==> src/rtl/store_buffer.sv <==
// store_buffer: write-behind store FIFO between MEM and Data_mem; loads get the RAM port first.
// Define SB_FORWARD_EN for store-to-load forwarding; otherwise a matching load stalls until drained.
module store_buffer #(
    parameter int DSIZE = 16,
    parameter int DEPTH = 4,
    parameter int AW    = 10
) (
    input  logic                       Clk_In,
    input  logic                       Rst,
    input  logic                       Req_Valid,
    input  logic                       Req_Write,
    input  logic [DSIZE-1:0]           Req_Addr,
    input  logic [DSIZE-1:0]           Req_Data,
    output logic                       Req_Stall,
    input  logic                       Port_Busy,
    output logic                       Ld_Valid,
    output logic [DSIZE-1:0]           Ld_Data,
    output logic                       Ram_Enable,
    output logic                       Ram_Write_Enab,
    output logic [DSIZE-1:0]           Ram_Add,
    output logic [DSIZE-1:0]           Ram_Data,
    input  logic [DSIZE-1:0]           Ram_Rdata,
    output logic [$clog2(DEPTH):0]     Sb_Count,
    output logic                       Sb_Empty
);
    localparam int PW = $clog2(DEPTH);
    localparam int CW = PW + 1;

    logic [DSIZE-1:0] addr_q [DEPTH];
    logic [DSIZE-1:0] data_q [DEPTH];
    logic [DEPTH-1:0] vld_q;
    logic [PW-1:0]    head, tail;
    logic [CW-1:0]    count;
    logic             hit, ld_ok, pop, push, ld_valid_q;
`ifdef SB_FORWARD_EN
    logic [DSIZE-1:0] hit_data;
`endif

    // Walk oldest to youngest so the last match seen is the youngest store.
    always_comb begin
        hit = 1'b0;
`ifdef SB_FORWARD_EN
        hit_data = '0;
`endif
        for (int k = 0; k < DEPTH; k++) begin
            if (vld_q[head + PW'(k)] && addr_q[head + PW'(k)][AW-1:0] == Req_Addr[AW-1:0]) begin
                hit = 1'b1;
`ifdef SB_FORWARD_EN
                hit_data = data_q[head + PW'(k)];
`endif
            end
        end
    end

`ifdef SB_FORWARD_EN
    assign ld_ok = Req_Valid & ~Req_Write & ~Port_Busy & ~Rst;
`else
    assign ld_ok = Req_Valid & ~Req_Write & ~Port_Busy & ~hit & ~Rst;
`endif
    assign pop            = (count != '0) & ~Port_Busy & ~ld_ok;
    assign push           = Req_Valid & Req_Write & ((count < CW'(DEPTH)) | pop);
    assign Req_Stall      = Req_Valid & (Req_Write ? ~push : ~ld_ok);
    assign Ram_Enable     = ld_ok | pop;
    assign Ram_Write_Enab = pop;
    assign Ram_Add        = ld_ok ? Req_Addr : (pop ? addr_q[head] : '0);
    assign Ram_Data       = pop ? data_q[head] : '0;
    assign Sb_Count       = count;
    assign Sb_Empty       = (count == '0);
    assign Ld_Valid       = ld_valid_q;

    always_ff @(posedge Clk_In or posedge Rst) begin
        if (Rst) begin
            head       <= '0;
            tail       <= '0;
            count      <= '0;
            vld_q      <= '0;
            ld_valid_q <= 1'b0;
        end else begin
            if (pop) begin
                vld_q[head] <= 1'b0;
                head        <= head + PW'(1);
            end
            // On a full push+pop tail equals head; the push must win the valid bit.
            if (push) begin
                vld_q[tail] <= 1'b1;
                tail        <= tail + PW'(1);
            end
            count      <= count + CW'(push) - CW'(pop);
            ld_valid_q <= ld_ok;
        end
    end

    always_ff @(posedge Clk_In) begin
        if (push) begin
            addr_q[tail] <= Req_Addr;
            data_q[tail] <= Req_Data;
        end
    end

`ifdef SB_FORWARD_EN
    logic             fwd_q;
    logic [DSIZE-1:0] fwd_data_q;

    always_ff @(posedge Clk_In or posedge Rst) begin
        if (Rst) begin
            fwd_q      <= 1'b0;
            fwd_data_q <= '0;
        end else begin
            fwd_q      <= ld_ok & hit;
            fwd_data_q <= hit_data;
        end
    end

    assign Ld_Data = ld_valid_q ? (fwd_q ? fwd_data_q : Ram_Rdata) : '0;
`else
    assign Ld_Data = ld_valid_q ? Ram_Rdata : '0;
`endif
endmodule
==> config.mk <==
export PLATFORM = sky130hd
export DESIGN_NAME = store_buffer
export DESIGN_NICKNAME = d
export VERILOG_FILES = /design/src/rtl/store_buffer.sv
export SDC_FILE = /design/constraint.sdc
export NUM_CORES = 1
export LEC_CHECK = 0
export CORE_MARGIN = 2
export CORE_UTILIZATION = 55
export DETAILED_ROUTE_END_ITERATION = 8
export GPL_TIMING_DRIVEN = 0
export PLACE_DENSITY = 0.79
export SLEW_MARGIN = 20
export SYNTH_ARGS = -nofsm -noshare
export SYNTH_HDL_FRONTEND = slang
export SYNTH_SLANG_ARGS = --single-unit
==> constraint.sdc <==
create_clock -name Clk_In -period 11 [get_ports Clk_In]
set_input_delay 1.1 -clock Clk_In [delete_from_list [all_inputs] [get_ports Clk_In]]
set_output_delay 1.1 -clock Clk_In [all_outputs]
set_load 0.005 [all_outputs]
==> flow_summary_export.csv, run 1 <==
group,metric,value,unit
placed_design,place.gp.congestion,0.969,
yosys,gate_count_of_the_mapped_netlist,490,
yosys,synthMostInstantiatedCell,"sky130_fd_sc_hd__edfxtp_1",
yosys,synth_edf_count,128,
critical_path,cp.arrival,5360,ps
placed_design,dp_worst_setup_slack,5050,ps
clock_tree,post_cts_hold_buffer_count,0,
power_and_ir_drop,cell_internal_pwr,1.50,mW
yosys,syn-mean-instance-area,15.1,sq um
clock_tree,post_cts_resize_count,0,
sta,clock.fmax,0.155,GHz
yosys,number_of_warnings_printed_during_yosys_synthesis,0,
sta,grt_setup_unrepaired,"no",
yosys,ys_ff_latch,140,
clock_tree,cts_root_buffer,"sky130_fd_sc_hd__clkbuf_16",
detailed_routing,antenna_violating_nets_post_route,0,
sta,final.min_clock_period,6460,ps
die,die_x,120,microns
clock_tree,cts-buffers-inserted,17,
finish,finalNetCount,685,
grt,wire_length_of_the_first_global_routing_pass,27800,microns
finish,antenna-diode-count,0,
yosys,synth_fa_ha_area_frac,0.0196,
sta,post-route-worst-setup-slack,4540,ps
die,die_height,120,microns
finish,layout-drive-gt1-share,0.178,
detailed_routing,detailroute.via_count,4754,
detailed_routing,drt_pre_antenna_iters,5,
yosys,seq_area_frac_synth,0.559,
grt,grt_antenna_before_repair,0,
critical_path,cp-end-kind,"output pin",
sta,timing_max_transition_violations_final,0,
status,outcome,"complete, no violations",
clock_tree,clock_tree_from_tritoncts,"done",
grt,global_route.usage.total,0.261,
yosys,post_synth_most_frequent_cells,"sky130_fd_sc_hd__edfxtp_1, sky130_fd_sc_hd__mux4_2, sky130_fd_sc_hd__mux2i_1, sky130_fd_sc_hd__xnor2_1, sky130_fd_sc_hd__and2_1",
sta,finalClockSkew,9.23,ps
yosys,muxShareOfSynthArea,0.216,
detailed_routing,drt_drc_violations_left,0,
yosys,synth_nets,554,
die,start_util,0.562,
clock_tree,clock-sinks,140,
grt,largest_net_degree_at_the_start_of_global_routing,20,
yosys,asyncSetResetFlopFracSynth,0.0857,
run,drv.max_cap_violation_count,0,
yosys,synth_area_leaders,"sky130_fd_sc_hd__edfxtp_1, sky130_fd_sc_hd__mux4_2, sky130_fd_sc_hd__mux2i_1, sky130_fd_sc_hd__xnor2_1, sky130_fd_sc_hd__dfrtp_1",
finish,filler_cell_count,859,
yosys,post_synth_instance_area,7410,sq um
power_and_ir_drop,swShare,0.346,
power_and_ir_drop,net-switching-power,0.797,mW
clock_tree,clk-insertion-delay-late,430,ps
critical_path,worst-endpoint-required,9900,ps
finish,area.sequential,4140,sq um
detailed_routing,avgViaCountPerCell,5.87,
yosys,synth_top_cell_area_share,0.518,
die,core_area,13200,sq um
power_and_ir_drop,power.leakage,3.39,nW
power_and_ir_drop,power_after_layout,2.30,mW
power_and_ir_drop,comb_power_share,0.471,
detailed_routing,detail_route.wirelength,17500,microns
sta,finalSetupViolations,0,
power_and_ir_drop,power.ir.vdd_worst,0.000151,V
power_and_ir_drop,p_clk_frac,0.230,
critical_path,setup.worst_path.class,"reg2out",
power_and_ir_drop,power.share.sequential,0.300,
critical_path,crit_fanout,11,
grt,grt_total_ovfl,0,
clock_tree,cts_htree_levels,4,
placed_design,dp_hpwl,12200,microns
detailed_routing,drt-wirelength-per-cell,21.6,microns
finish,multi_input_area,3050,sq um
clock_tree,clk_path_buf_depth,2,
sta,timing_worst_slew_pin_value,824,ps
sta,timing.max_slew.rel_slack,0.451,
yosys,synth.lib_cells_used.distinct,49,
yosys,synthXorXnorAreaFrac,0.0532,
min_path,hold_path_class,"reg2reg",
yosys,synth_simple_gate_area_share,0.0748,
clock_tree,clk_pin_slew,60,ps
yosys,synth_top_family_by_area,"multiplexers",
yosys,synth-main-ff-cell,"sky130_fd_sc_hd__edfxtp_1",
sta,fin_setup_tns,0,ps
die,floorplan.rows,42,
yosys,synth.largest_area_cell,"sky130_fd_sc_hd__edfxtp_1",
die,ios,109,
grt,grt_pass1_vias,5101,
yosys,synth-compound-area-share,0.0422,
finish,syn2layout_area_growth,27.2,%
power_and_ir_drop,power-per-cell-area,244,nW/um^2
critical_path,worst_setup_path_start_kind,"flip-flop",
placed_design,port_buffers,107,
die,design.die.area,14400,sq um
sta,period_utilization,0.587,
detailed_routing,drt-initial-drc-count,389,
clock_tree,post-cts-setup-buffer-count,0,
sta,final-hold-violation-count,0,
per-layer routing:
layer | global-route usage | vias up | routed length [microns]
met5 | 0 | - | 0
met1 | 0.319 | 2385 | 6900
met4 | 0.111 | 0 | 418
met2 | 0.439 | 178 | 9080
li1 | - | 2152 | -
met3 | 0.0689 | 39 | 1080
cell families after synthesis:
kind of cell | after synthesis
buffers and inverters | 53
adders and majority gates | 11
muxes | 97
and+or+nand+nor | 104
DFF | 140
xor gates and xnor gates | 45
AOI/OAI and AO/OA | 40
cells in the final DEF (no fill, tap or decap), types with 3 or more instances in the layout:
master and count:
sky130_fd_sc_hd__a31oi_1 4, sky130_fd_sc_hd__ha_1 10, sky130_fd_sc_hd__mux2i_1 42, sky130_fd_sc_hd__inv_1 22
sky130_fd_sc_hd__a41o_1 4, sky130_fd_sc_hd__nand4_1 3, sky130_fd_sc_hd__nand3_1 3, sky130_fd_sc_hd__nor3_1 8
sky130_fd_sc_hd__and2_1 34, sky130_fd_sc_hd__nor2_1 11, sky130_fd_sc_hd__o221ai_1 3, sky130_fd_sc_hd__buf_4 5
sky130_fd_sc_hd__mux4_2 47, sky130_fd_sc_hd__dfrtp_1 12, sky130_fd_sc_hd__and4_1 3, sky130_fd_sc_hd__mux2_2 6
sky130_fd_sc_hd__xnor2_1 42, sky130_fd_sc_hd__clkinvlp_4 3, sky130_fd_sc_hd__edfxtp_1 128, sky130_fd_sc_hd__inv_8 3
sky130_fd_sc_hd__nand2b_1 3, sky130_fd_sc_hd__clkbuf_16 17, sky130_fd_sc_hd__buf_2 8, sky130_fd_sc_hd__buf_16 5
sky130_fd_sc_hd__xor2_1 3, sky130_fd_sc_hd__o21ai_0 8, sky130_fd_sc_hd__clkinv_1 4, sky130_fd_sc_hd__o22ai_1 3
sky130_fd_sc_hd__a21oi_4 4, sky130_fd_sc_hd__clkbuf_1 11, sky130_fd_sc_hd__clkdlybuf4s50_1 107, sky130_fd_sc_hd__nand2_1 31
sky130_fd_sc_hd__buf_6 5, sky130_fd_sc_hd__inv_6 3
worst max-delay path, cell delays in order (launching register included):
cell	delay [ps]
sky130_fd_sc_hd__dfrtp_1	390
sky130_fd_sc_hd__buf_4	250
sky130_fd_sc_hd__buf_4	270
sky130_fd_sc_hd__inv_1	160
sky130_fd_sc_hd__buf_2	240
sky130_fd_sc_hd__ha_1	420
sky130_fd_sc_hd__buf_6	210
sky130_fd_sc_hd__buf_6	180
sky130_fd_sc_hd__buf_4	250
sky130_fd_sc_hd__mux2i_1	300
sky130_fd_sc_hd__o22ai_1	140
sky130_fd_sc_hd__nor3_1	210
sky130_fd_sc_hd__o22ai_1	100
sky130_fd_sc_hd__or3_1	500
sky130_fd_sc_hd__nand3_4	240
sky130_fd_sc_hd__buf_6	220
sky130_fd_sc_hd__mux2i_1	280
sky130_fd_sc_hd__clkdlybuf4s50_1	550
metrics by stage:
step | hold slack [ps] | area [sq um] | util | std cells
after floorplan | 498 | 7410 | - | 490
after global placement | 516 | 8710 | 0.660 | 773
after detailed placement | 541 | 8890 | 0.674 | 778
after CTS | 553 | 9430 | 0.715 | 810
after global routing | 589 | 9430 | 0.715 | 810
final | 551 | 9430 | 0.715 | 810
path summary, 6_finish.rpt:
| path | startpoint | end | slack [ps] | cells past startpoint |
|---|---|---|---|---|
| min in group asynchronous | Rst | vld_q[1] | 1030 | 2 |
| max in group asynchronous | Rst | head[1] | 9640 | 2 |
| worst min register to register | tail[0] | tail[0] | 550 | 1 |
| worst max register to register | head[0] | Sb_Count[2] | 5730 | 21 |
| worst min-delay path | tail[0] | tail[0] | 550 | 1 |
| worst max-delay path | head[0] | Ram_Add[11] | 4540 | 17 |
layout make-up:
type,count,area share
plain buffers,30,0.0190
clock buffers,18,0.0455
clock inverters,14,0.0118
inverters,23,0.00916
multi-input cells,297,0.324
flip-flops and latches,140,0.439
well taps,176,0.0234
repair buffers,112,0.128
registers in the layout, indices dropped and copies added, names as in the netlist:
register and cells:
Ld_Valid 1, Sb_Count 3, addr_q 64, data_q 64
head 2, tail 2, vld_q 4
power by group through the flow:
stage / Sequential (mW) / Combinational [mW] / Clock (mW)
after global routing: 0.695 / 1.16 / 0.554
after detailed placement: 0.699 / 1.08 / 0
after CTS: 0.688 / 1.09 / 0.534
final: 0.690 / 1.08 / 0.528
after global placement: 0.699 / 1.04 / 0
after floorplan: 0.688 / 0.743 / 0
(Power assumes the default switching activity.)
==> inputs of run 2 (changes only) <==
Clock period 11 ns to 6.7 ns, I/O delays scaled along.
==> results of run 2 <==
The final DEF is identical to that of run 1. Status: complete, no violations.
Among the figures that moved: setup slack after placement 5050 ps -> 1180 ps; setup slack after layout 4540 ps -> 673 ps; register-to-register setup slack 5730 ps -> 1430 ps; total power 2.30 mW -> 3.78 mW; worst IR drop on VDD 0.000151 V -> 0.000248 V
